### config.mk
export PLATFORM = sky130hd
export DESIGN_NAME = tlut_result_serializer
export DESIGN_NICKNAME = d
export VERILOG_FILES = /design/src/rtl/tlut_result_serializer.sv
export SDC_FILE = /design/constraint.sdc
export NUM_CORES = 1
export LEC_CHECK = 0
export ABC_CLOCK_PERIOD_IN_PS = 2150
export CORE_MARGIN = 2
export CORE_UTILIZATION = 35
export DETAILED_ROUTE_END_ITERATION = 7
export GPL_ROUTABILITY_DRIVEN = 0
export GPL_TIMING_DRIVEN = 0
export SYNTH_ARGS = -nofsm -noshare
export SYNTH_HDL_FRONTEND = slang
export SYNTH_SLANG_ARGS = --single-unit
### constraint.sdc
create_clock -name clk -period 2.15 [get_ports clk]
set_input_delay 0.215 -clock clk [delete_from_list [all_inputs] [get_ports clk]]
set_output_delay 0.215 -clock clk [all_outputs]
set_load 0.02 [all_outputs]
### src/rtl/tlut_result_serializer.sv
// tlut_result_serializer
//   Captures one DIM-wide result vector from the TLUT multiplier array and
//   streams it out one element per cycle, element 0 first. A new vector can
//   be captured on the same cycle the last element of the current one is
//   accepted, so back-to-back vectors drain with no bubble.
//
//   Optional: define TLUT_SER_VEC_CNT_EN to add a 16-bit completed-vector
//   counter on port vec_cnt.
//
// Ports
//   clk, rst_n      clock, async active-low reset
//   in_valid/ready  result vector handshake from the array
//   in_data         DIM x WIDTH result vector
//   out_valid/ready element handshake to writeback
//   out_data        current element
//   out_idx         index of current element in its vector
//   out_last        current element is element DIM-1
//   vec_cnt         completed vectors (TLUT_SER_VEC_CNT_EN only)

`ifndef DIM_A
`define DIM_A 4
`endif

module tlut_result_serializer #(
  parameter int DIM   = `DIM_A,
  parameter int WIDTH = 16,
  parameter int IDXW  = $clog2(DIM)
) (
  input  logic                       clk,
  input  logic                       rst_n,
  input  logic                       in_valid,
  output logic                       in_ready,
  input  logic [DIM-1:0][WIDTH-1:0]  in_data,
  output logic                       out_valid,
  input  logic                       out_ready,
  output logic [WIDTH-1:0]           out_data,
  output logic [IDXW-1:0]            out_idx,
  output logic                       out_last
`ifdef TLUT_SER_VEC_CNT_EN
  ,
  output logic [15:0]                vec_cnt
`endif
);

  typedef enum logic {IDLE = 1'b0, DRAIN = 1'b1} state_t;

  localparam logic [IDXW-1:0] IDX_LAST = IDXW'(DIM - 1);

  state_t                      state_q, state_d;
  logic [DIM-1:0][WIDTH-1:0]   cap_q, cap_d;
  logic [IDXW-1:0]             idx_q, idx_d;
  logic                        in_xfer, out_xfer;

  // Outputs come straight from registered state; only in_ready looks at
  // out_ready, and only on the last element (the no-bubble handoff).
  assign out_valid = (state_q == DRAIN);
  assign out_data  = cap_q[idx_q];
  assign out_idx   = idx_q;
  assign out_last  = (state_q == DRAIN) && (idx_q == IDX_LAST);
  assign in_ready  = (state_q == IDLE) || (out_last && out_ready);

  assign in_xfer  = in_valid && in_ready;
  assign out_xfer = out_valid && out_ready;

  always_ff @(posedge clk or negedge rst_n) begin
    if (!rst_n) begin
      state_q <= IDLE;
      cap_q   <= '0;
      idx_q   <= '0;
    end else begin
      state_q <= state_d;
      cap_q   <= cap_d;
      idx_q   <= idx_d;
    end
  end

  always_comb begin
    state_d = state_q;
    cap_d   = cap_q;
    idx_d   = idx_q;
    case (state_q)
      IDLE: begin
        if (in_xfer) begin
          cap_d   = in_data;
          idx_d   = '0;
          state_d = DRAIN;
        end
      end
      DRAIN: begin
        if (out_xfer) begin
          if (!out_last) begin
            // Increment only below DIM-1, so idx wraps explicitly even
            // when DIM is not a power of two.
            idx_d = idx_q + IDXW'(1);
          end else if (in_xfer) begin
            cap_d = in_data;
            idx_d = '0;
          end else begin
            idx_d   = '0;
            state_d = IDLE;
          end
        end
      end
      default: begin
        state_d = IDLE;
        idx_d   = '0;
      end
    endcase
  end

`ifdef TLUT_SER_VEC_CNT_EN
  logic [15:0] vec_cnt_q;

  always_ff @(posedge clk or negedge rst_n) begin
    if (!rst_n)                   vec_cnt_q <= '0;
    else if (out_xfer && out_last) vec_cnt_q <= vec_cnt_q + 16'd1;
  end

  assign vec_cnt = vec_cnt_q;
`endif

endmodule

* Word-level counts from Yosys, hierarchy flattened
Cells that the tools add are included.
** Operators by class
- $add $sub $neg :: 1
- Bitwise operators :: 1
- Mux-type cells :: 14
- $lt $le $gt $ge :: 1
- Equal/unequal tests :: 4
- Reduce and logical (&&, ||, !) cells :: 7
** Operators with widths (count)
- 64-bit two-way mux :: 3
- 64-bit one-hot mux with 2 select lines :: 1
- 16-bit binary-select mux with 2-bit select :: 1
- 16-bit two-way mux :: 1
- 2-bit two-way mux :: 3
- 1-bit logical AND :: 4
- 2-bit inequality test (second input constant) :: 2
- 2-bit one-hot mux with 2 select lines :: 1
- 2-bit AND reduction :: 2
- 2-bit by 3-bit less-than comparator with 1-bit output (second input constant) :: 1
- 1-bit two-way mux :: 3
- 2-bit by 1-bit adder with 2-bit output (second input constant) :: 1
- 2-bit == test (second input constant) :: 1
- 2-bit by 1-bit inequality test with 1-bit output (second input constant) :: 1
- 1-bit one-hot mux with 2 select lines :: 1
- 1-bit logical OR :: 1
- 1-bit inverter :: 1
** Word-level totals
- Logic and storage cells :: 34
- Output and inout bits :: 21
- Flip-flop bits (word level) :: 67

* Logic depth before layout (Yosys ltp)
Gate-level depths: netlist of run 1.
- Depth in word-level cells :: 9
- Mapped depth :: 5
- Gate-level depth less buffers :: 3

* Worst setup path before layout of run 1
Ideal clock, no wire load.
- Path type :: register to output
- From :: reg idx_q[0], in the netlist out_idx[0]
- To :: out out_data[0]
- Stages on the path, launching flop included :: 4
- Buffers on the path :: 2
- Setup slack :: 0.525 ns
- Data arrival time :: 1.410 ns
- Cells stage by stage :: dfrtp_1 -> buf_6 -> buf_6 -> mux4_2
** On the way
- Word-level cells in the longest chain between the ends :: 2
** RTL lines
- start, declared :: line 51 : logic [IDXW-1:0] idx_q, idx_d;
- start signal, assigned :: line 73 : idx_q <= idx_d;
- 16-bit binary-select mux with 2-bit select :: line 57 : assign out_data = cap_q[idx_q];
- 16-bit two-way mux (not written as such) :: line 57
- end, declared :: line 36 : output logic [WIDTH-1:0] out_data,
Every way passes these cells. The select of a mux whose other input is x is not followed.

* Worst setup path after layout of run 1
- From :: reg idx_q[0], in the netlist out_idx[0]
- To :: out out_data[3]
The elaborated chain is that of the path after synthesis.

==> out/qor.yml, run 1 <==
clock_network:
  clkLatencyLatePin_ns: 0.34
  clock_path_buffers: 2
  numCtsBuffers: 9
  hold_buffers: 0
  clk_pin_slew_ns: 0.08
  root_buffer: "clkbuf_8"
  clock_sinks: 67
  cts_tree: "done"
  htreeDepth: 3
final_layout:
  drive_above_1_share: 0.299
  nNetsFinal: 487
  syn2layout_area_growth_pct: 33.9
  antenna_cells: 0
  final_area_um2: 5140
  final_util: 0.476
  fillers: 980
power:
  powerDensity_nw_per_um2: 1390
  vdd_drop_max_v: 0.000554
  p_comb_frac: 0.527
  internal-power_uw: 4600
  power_frac_seq: 0.319
  swShare: 0.356
  leakagePower_uw: 0.00227
  clock_power_share: 0.154
  power.switching_uw: 2540
global_routing:
  grt_max_degree: 68
  grt_usage: 0.172
  grt_pass1_vias: 2892
  grt_overflow: 0
  grt_pass1_wl_mm: 15.1
  antenna_found_initial: 0
routing:
  wl_met2_mm: 4.74
  dr.max_layer_used: "met4"
  wl_met3_um: 324
  drtPass1Iterations: 4
  wl_mm: 9.59
  drtAntennaViolNets: 0
  drt_iter0_drc: 109
  viasPerCell: 4.89
  drt-met1-wl_mm: 4.27
  avgRoutedWirePerCell_um: 17.1
  via_count: 2746
  drc: 0
logic_synthesis:
  netlist.area_leader.share: 0.437
  ys_seq_area_frac: 0.437
  synth_commonest_cells: "67 x dfrtp_1, 64 x inv_1, 64 x nand2_1"
  synth_area_leader_cell: "dfrtp_1"
  synth_top_cells_by_area: "dfrtp_1 44%, o32ai_2 25%, mux4_2 9.4%"
  syn_area_um2: 3840
  synth_area_per_cell_um2: 12.1
  ys_seq_elements: 67
  synth_most_common_cell: "dfrtp_1"
  ys.flop_type: "dfrtp_1"
  synthArstFlopShare: 1.00
  synth_edf_count: 0
  synth_cell_type_count: 20
  synth_nets: 387
  yosysWarnings: 0
  synthCells: 318
placed_design:
  hpwl_mm: 7.09
  place_area_um2: 4890
  port_buffers: 88
floorplan:
  initial_utilization: 0.356
  die_y_um: 109
  coreArea_um2: 10800
  dieArea_um2: 11800
  pin_count: 89
  rows: 38
  die_w_um: 109
sta:
  report.final.slew_viol_count: 0
  max_freq_mhz: 482
  fin_skew_ns: 0.0106
  finalCriticalPeriod_ns: 2.08
  slew_headroom: 0.418
  finalSetupViolCount: 0
  hold_slack_ns: -0.0225
  rsz0062_at_grt: "false"
  hold_viol: 20
  period_share: 0.966
  worst_pin_slew_ns: 0.873
critical_path:
  required_ns: 1.93
  cp-start-kind: "register"
  critPathKind: "register to output pin"
  worstPathArrival_ns: 1.86
  cp_max_fo: 10
  cp-end-kind: "output pin"
min_path:
  hold_class: "input pin to asynchronous set/reset pin"
status:
  outcome: "finished with violations"
  violations: "negative hold slack"
flow_run:
  maxCapViolCount: 0
power groups by stage:
stage	clock network, µW	logic (µW)	registers (µW)
4_1_cts	1120	3760	2280
2_1_floorplan	0	2740	2140
3_5_place_dp	0	3870	2300
3_3_place_gp	0	3820	2260
6_report	1100	3770	2280
5_1_grt	1170	4030	2340
per-stage QoR:
step,cells,worst slack (ns),TNS (ns),hold WS [ns],power [µW]
2_1_floorplan,318,0.525,0,-0.0806,4880
3_3_place_gp,546,-1.52,-101.81,0.528,6080
3_5_place_dp,546,-0.0144,-0.0144,0.388,6170
4_1_cts,559,0.00414,0,0.0138,7160
5_1_grt,561,0.00165,0,0.0588,7540
6_report,561,0.0735,0,-0.0225,7140
layer usage:
| layer | GRT usage | vias to the layer above |
|---|---|---|
| met4 | 0.0742 | 0 |
| met1 | 0.224 | 1345 |
| met2 | 0.280 | 63 |
| met5 | 0 | - |
| met3 | 0.0335 | 18 |
| li1 | - | 1320 |
cell type report:
type | count | area (µm²) | area share
clock inverters | 2 | 35.0 | 0.00682
plain buffers | 31 | 255 | 0.0497
well taps | 140 | 175 | 0.0341
flip-flops and latches | 67 | 1680 | 0.326
clock buffers | 12 | 165 | 0.0321
multi-input cells | 154 | 1690 | 0.330
repair buffers | 90 | 895 | 0.174
inverters | 65 | 244 | 0.0475
sequential cells by signal, summed over array words and instances (netlist names):
signal     flops
out_idx        2
cap_q         64
out_valid      1
kinds of logic (layout without fill, tap and decap cells):
logic type,Yosys count,in the layout,synth area share
AOI/OAI and AO/OA,67,67,0.272
and+or+nand+nor,69,69,0.0701
DFF,67,67,0.437
buffers and inverters,97,200,0.122
muxes,17,17,0.0965
adders and majority gates,1,1,0.00326
path summary, 6_finish.rpt:
path / from / to / slack (ns) / cells after the start
setup / recovery: out_idx[0] / out_data[3] / 0.07 / 4
hold / removal: rst_n / cap_q[33] / -0.02 / 1
setup reg to reg: out_idx[0] / cap_q[24] / 0.55 / 5
hold reg to reg: cap_q[46] / cap_q[46] / 0.54 / 2
max in group asynchronous: rst_n / cap_q[46] / 1.59 / 1
min in group clk: in_data[42] / cap_q[42] / 0.45 / 3
worst max-delay path, cell delays in order (launching register included):
cell	delay (ns)
dfrtp_1	0.42
buf_12	0.15
buf_12	0.14
mux4_2	0.51
clkdlybuf4s15_1	0.30
cells in the final DEF, fill, tap and decap left out, drive strengths merged:
cell type and instances:
clkdlybuf4s50 70, or2 1, and3 1, clkbuf 18, and2 1, nor2b 1
mux2i 1, clkinv 1, mux4 16, dfrtp 67, nand2 64, dlygate4sd2 9
clkdlybuf4s15 7, buf 29, a32o 2, ha 1, bufinv 1, inv 65
a21boi 1, o32ai 64, nor2 1
repair_timing:
action                     in CTS  in global routing
resized for setup              39                  2
setup endpoints to repair      17                  9
setup buffers                   0                  2
pin swaps                       1                  1
(Power assumes the default switching activity.)
==> run 2, diff against run 1 <==
SETUP_SLACK_MARGIN = 0.1   (was default)
==> run 2 against run 1 <==
  * The flow still finishes with violations (negative hold slack)
  * Setup slack better by 0.057 ns
  * Core utilization is 0.19 points lower
  * Die area stayed put
  * Worst hold slack hardly changed
  * First-iteration DRC count is 22% lower
  * Combinational power is 1% lower
  * Via count is 0.18% higher
  * Clock-buffer cell count stayed put
  * Total power is 0.63% lower
  * Design area is 0.39% lower
  * Non-clock buffer count is 4 higher
  * Critical path type unchanged
  * Critical endpoint is now out_data[15]
  * Largest power group unchanged
==> out/qor.yml, run 2 (synthesis results as in run 1) <==
final_layout:
  nNetsFinal: 491  # was 487
  multiInputGateArea_um2: 1700  # was 1690 µm²
  largest_reg_flops: 64  # unchanged
  syn2layout_area_growth_pct: 33.4  # was 33.9%
  largest-register: "cap_q"  # unchanged
  antenna_cells: 0  # unchanged
  final_area_um2: 5120  # was 5140 µm²
  seq_area_um2: 1680  # unchanged
  drive_above_1_share: 0.322  # was 0.299
  final_common_cell: "clkdlybuf4s50_1"  # unchanged
  post_layout_nonfiller_instances: 565  # was 561
  layout_common_cells: "70 x clkdlybuf4s50_1, 67 x dfrtp_1, 64 x inv_1, 64 x nand2_1, 60 x o32ai_2"  # unchanged
  fillers: 991  # was 980
power:
  clock_power_share: 0.155  # was 0.154
  vdd_drop_max_v: 0.000490  # was 0.000554 V
  p_comb_frac: 0.525  # was 0.527
  power.switching_uw: 2550  # was 2540 µW
  powerDensity_nw_per_um2: 1390  # about the same
  total_power_uw: 7100  # was 7140 µW
  leakagePower_uw: 0.00227  # about the same
  internal-power_uw: 4550  # was 4600 µW
  swShare: 0.359  # was 0.356
  power_frac_seq: 0.320  # was 0.319
floorplan:
  die_y_um: 109  # unchanged
  dieArea_um2: 11800  # unchanged
  pin_count: 89  # unchanged
  die_w_um: 109  # unchanged
  rows: 38  # unchanged
  initial_utilization: 0.356  # unchanged
  coreArea_um2: 10800  # unchanged
critical_path:
  crit_path_max_incr_delay_ns: 0.48  # was 0.51 ns
  critPathKind: "register to output pin"  # unchanged
  r2r_start: "out_idx[0]"  # unchanged
  required_ns: 1.93  # about the same
  cp-start-kind: "register"  # unchanged
  critPathCapture: "out_data[15]"  # was out_data[3]
  crit_chain: "buf_12 > buf_4 > mux4_2 > clkdlybuf4s15_1"  # was buf_12 > buf_12 > mux4_2 > clkdlybuf4s15_1
  cp-end-kind: "output pin"  # unchanged
  worstReg2RegEnd: "cap_q[24]"  # unchanged
  crit_path_start: "out_idx[0]"  # unchanged
  ff2ff_path_depth: 6  # was 5
  r2r_slack_ns: 0.56  # was 0.55 ns
  worstPathArrival_ns: 1.80  # was 1.86 ns
  critical_path.slowest_cell: "mux4_2"  # unchanged
  cp_max_fo: 6  # was 10
routing:
  drtAntennaViolNets: 0  # unchanged
  avgRoutedWirePerCell_um: 17.1  # about the same
  drc: 0  # unchanged
  via_count: 2751  # was 2746
  wl_met2_mm: 4.78  # was 4.74 mm
  viasPerCell: 4.87  # was 4.89
  drt-met1-wl_mm: 4.20  # was 4.27 mm
  wl_met3_um: 460  # was 324 µm
  wl_mm: 9.69  # was 9.59 mm
  drtPass1Iterations: 4  # unchanged
  drt_iter0_drc: 85  # was 109
  dr.max_layer_used: "met4"  # unchanged
global_routing:
  grt_pass1_vias: 2915  # was 2892
  grt_overflow: 0  # unchanged
  grt_usage: 0.173  # was 0.172
  antenna_found_initial: 0  # unchanged
  grt_pass1_wl_mm: 15.2  # was 15.1 mm
  grt_max_degree: 68  # unchanged
sta:
  finalSetupViolCount: 0  # unchanged
  hold_viol: 20  # unchanged
  fin_skew_ns: 0.00806  # was 0.0106 ns
  finalCriticalPeriod_ns: 2.02  # was 2.08 ns
  max_freq_mhz: 495  # was 482 MHz
  rsz0062_at_grt: "true"  # was false
  finalSetupTns_ns: 0  # unchanged
  report.final.slew_viol_count: 0  # unchanged
  slew_headroom: 0.412  # was 0.418
  period_share: 0.939  # was 0.966
  hold_slack_ns: -0.0225  # about the same
  worst_pin_slew_ns: 0.882  # was 0.873 ns
clock_network:
  clock_sinks: 67  # unchanged
  clock_path_buffers: 2  # unchanged
  hold_buffers: 0  # unchanged
  htreeDepth: 3  # unchanged
  cts_tree: "done"  # unchanged
  numCtsBuffers: 9  # unchanged
  root_buffer: "clkbuf_8"  # unchanged
  clkLatencyLatePin_ns: 0.35  # was 0.34 ns
  clk_pin_slew_ns: 0.08  # about the same
placed_design:
  hpwl_mm: 7.09  # unchanged
  port_buffers: 88  # unchanged
  place_area_um2: 4890  # unchanged
  placed_cells: 546  # unchanged
min_path:
  hold_class: "input pin to asynchronous set/reset pin"  # unchanged
status:
  violations: "negative hold slack"  # unchanged
  outcome: "finished with violations"  # unchanged
flow_run:
  maxCapViolCount: 0  # unchanged
run 2: area by class of cell:
| class | instances | share of cell area |
|---|---|---|
| timing repair buffer | 93 | 0.170 |
| clock buffer | 12 | 0.0323 |
| tap | 140 | 0.0342 |
| multi-input combinational | 154 | 0.331 |
| inverter | 65 | 0.0477 |
| clock inverter | 2 | 0.00684 |
| buffer | 32 | 0.0503 |
| sequential | 67 | 0.327 |
run 2: layer usage:
metal  vias to the layer above  GRT usage
li1                       1326          -
met1                      1335      0.222
met2                        70      0.285
met3                        20     0.0335
met4                         0     0.0742
met5                         -          0
run 2: stage by stage:
stage                     setup WS, ns   util
after detailed placement       -0.0144  0.453
after global placement           -1.52  0.454
after CTS                      0.00826  0.472
final                            0.131  0.474
after floorplan                  0.525      -
after global routing            0.0639  0.474
run 2: how the worst min path moves through the flow:
stage	to	slack [ns]
finish	cap_q[33]	-0.02
global route	cap_q[36]	0.06
CTS	cap_q[1]	0.01
detailed placement	cap_q[33]	0.39
global placement	cap_q[45]	0.53
floorplan	cap_q[0]	-0.08
run 2: critical path: cells and delay by family, from the launching register on:
kind / cells / cell delay, ns
buffers and inverters: 3 / 0.57
muxes: 1 / 0.48
DFF: 1 / 0.42
run 2: power by group through the flow:
| stage | registers (µW) | clock network (µW) | logic (µW) |
|---|---|---|---|
| after global routing | 2340 | 1170 | 3990 |
| after global placement | 2260 | 0 | 3820 |
| after detailed placement | 2300 | 0 | 3870 |
| final | 2270 | 1100 | 3720 |
| after CTS | 2280 | 1120 | 3710 |
| after floorplan | 2140 | 0 | 2740 |
run 2: repair_timing:
item | CTS | global route
endpoints found under the hold margin | 0 | 0
gates resized for setup | 48 | 12
setup buffers | 2 | 3
pin swaps | 1 | 1
gates cloned | 0 | 0
endpoints found under the setup margin | 17 | 13
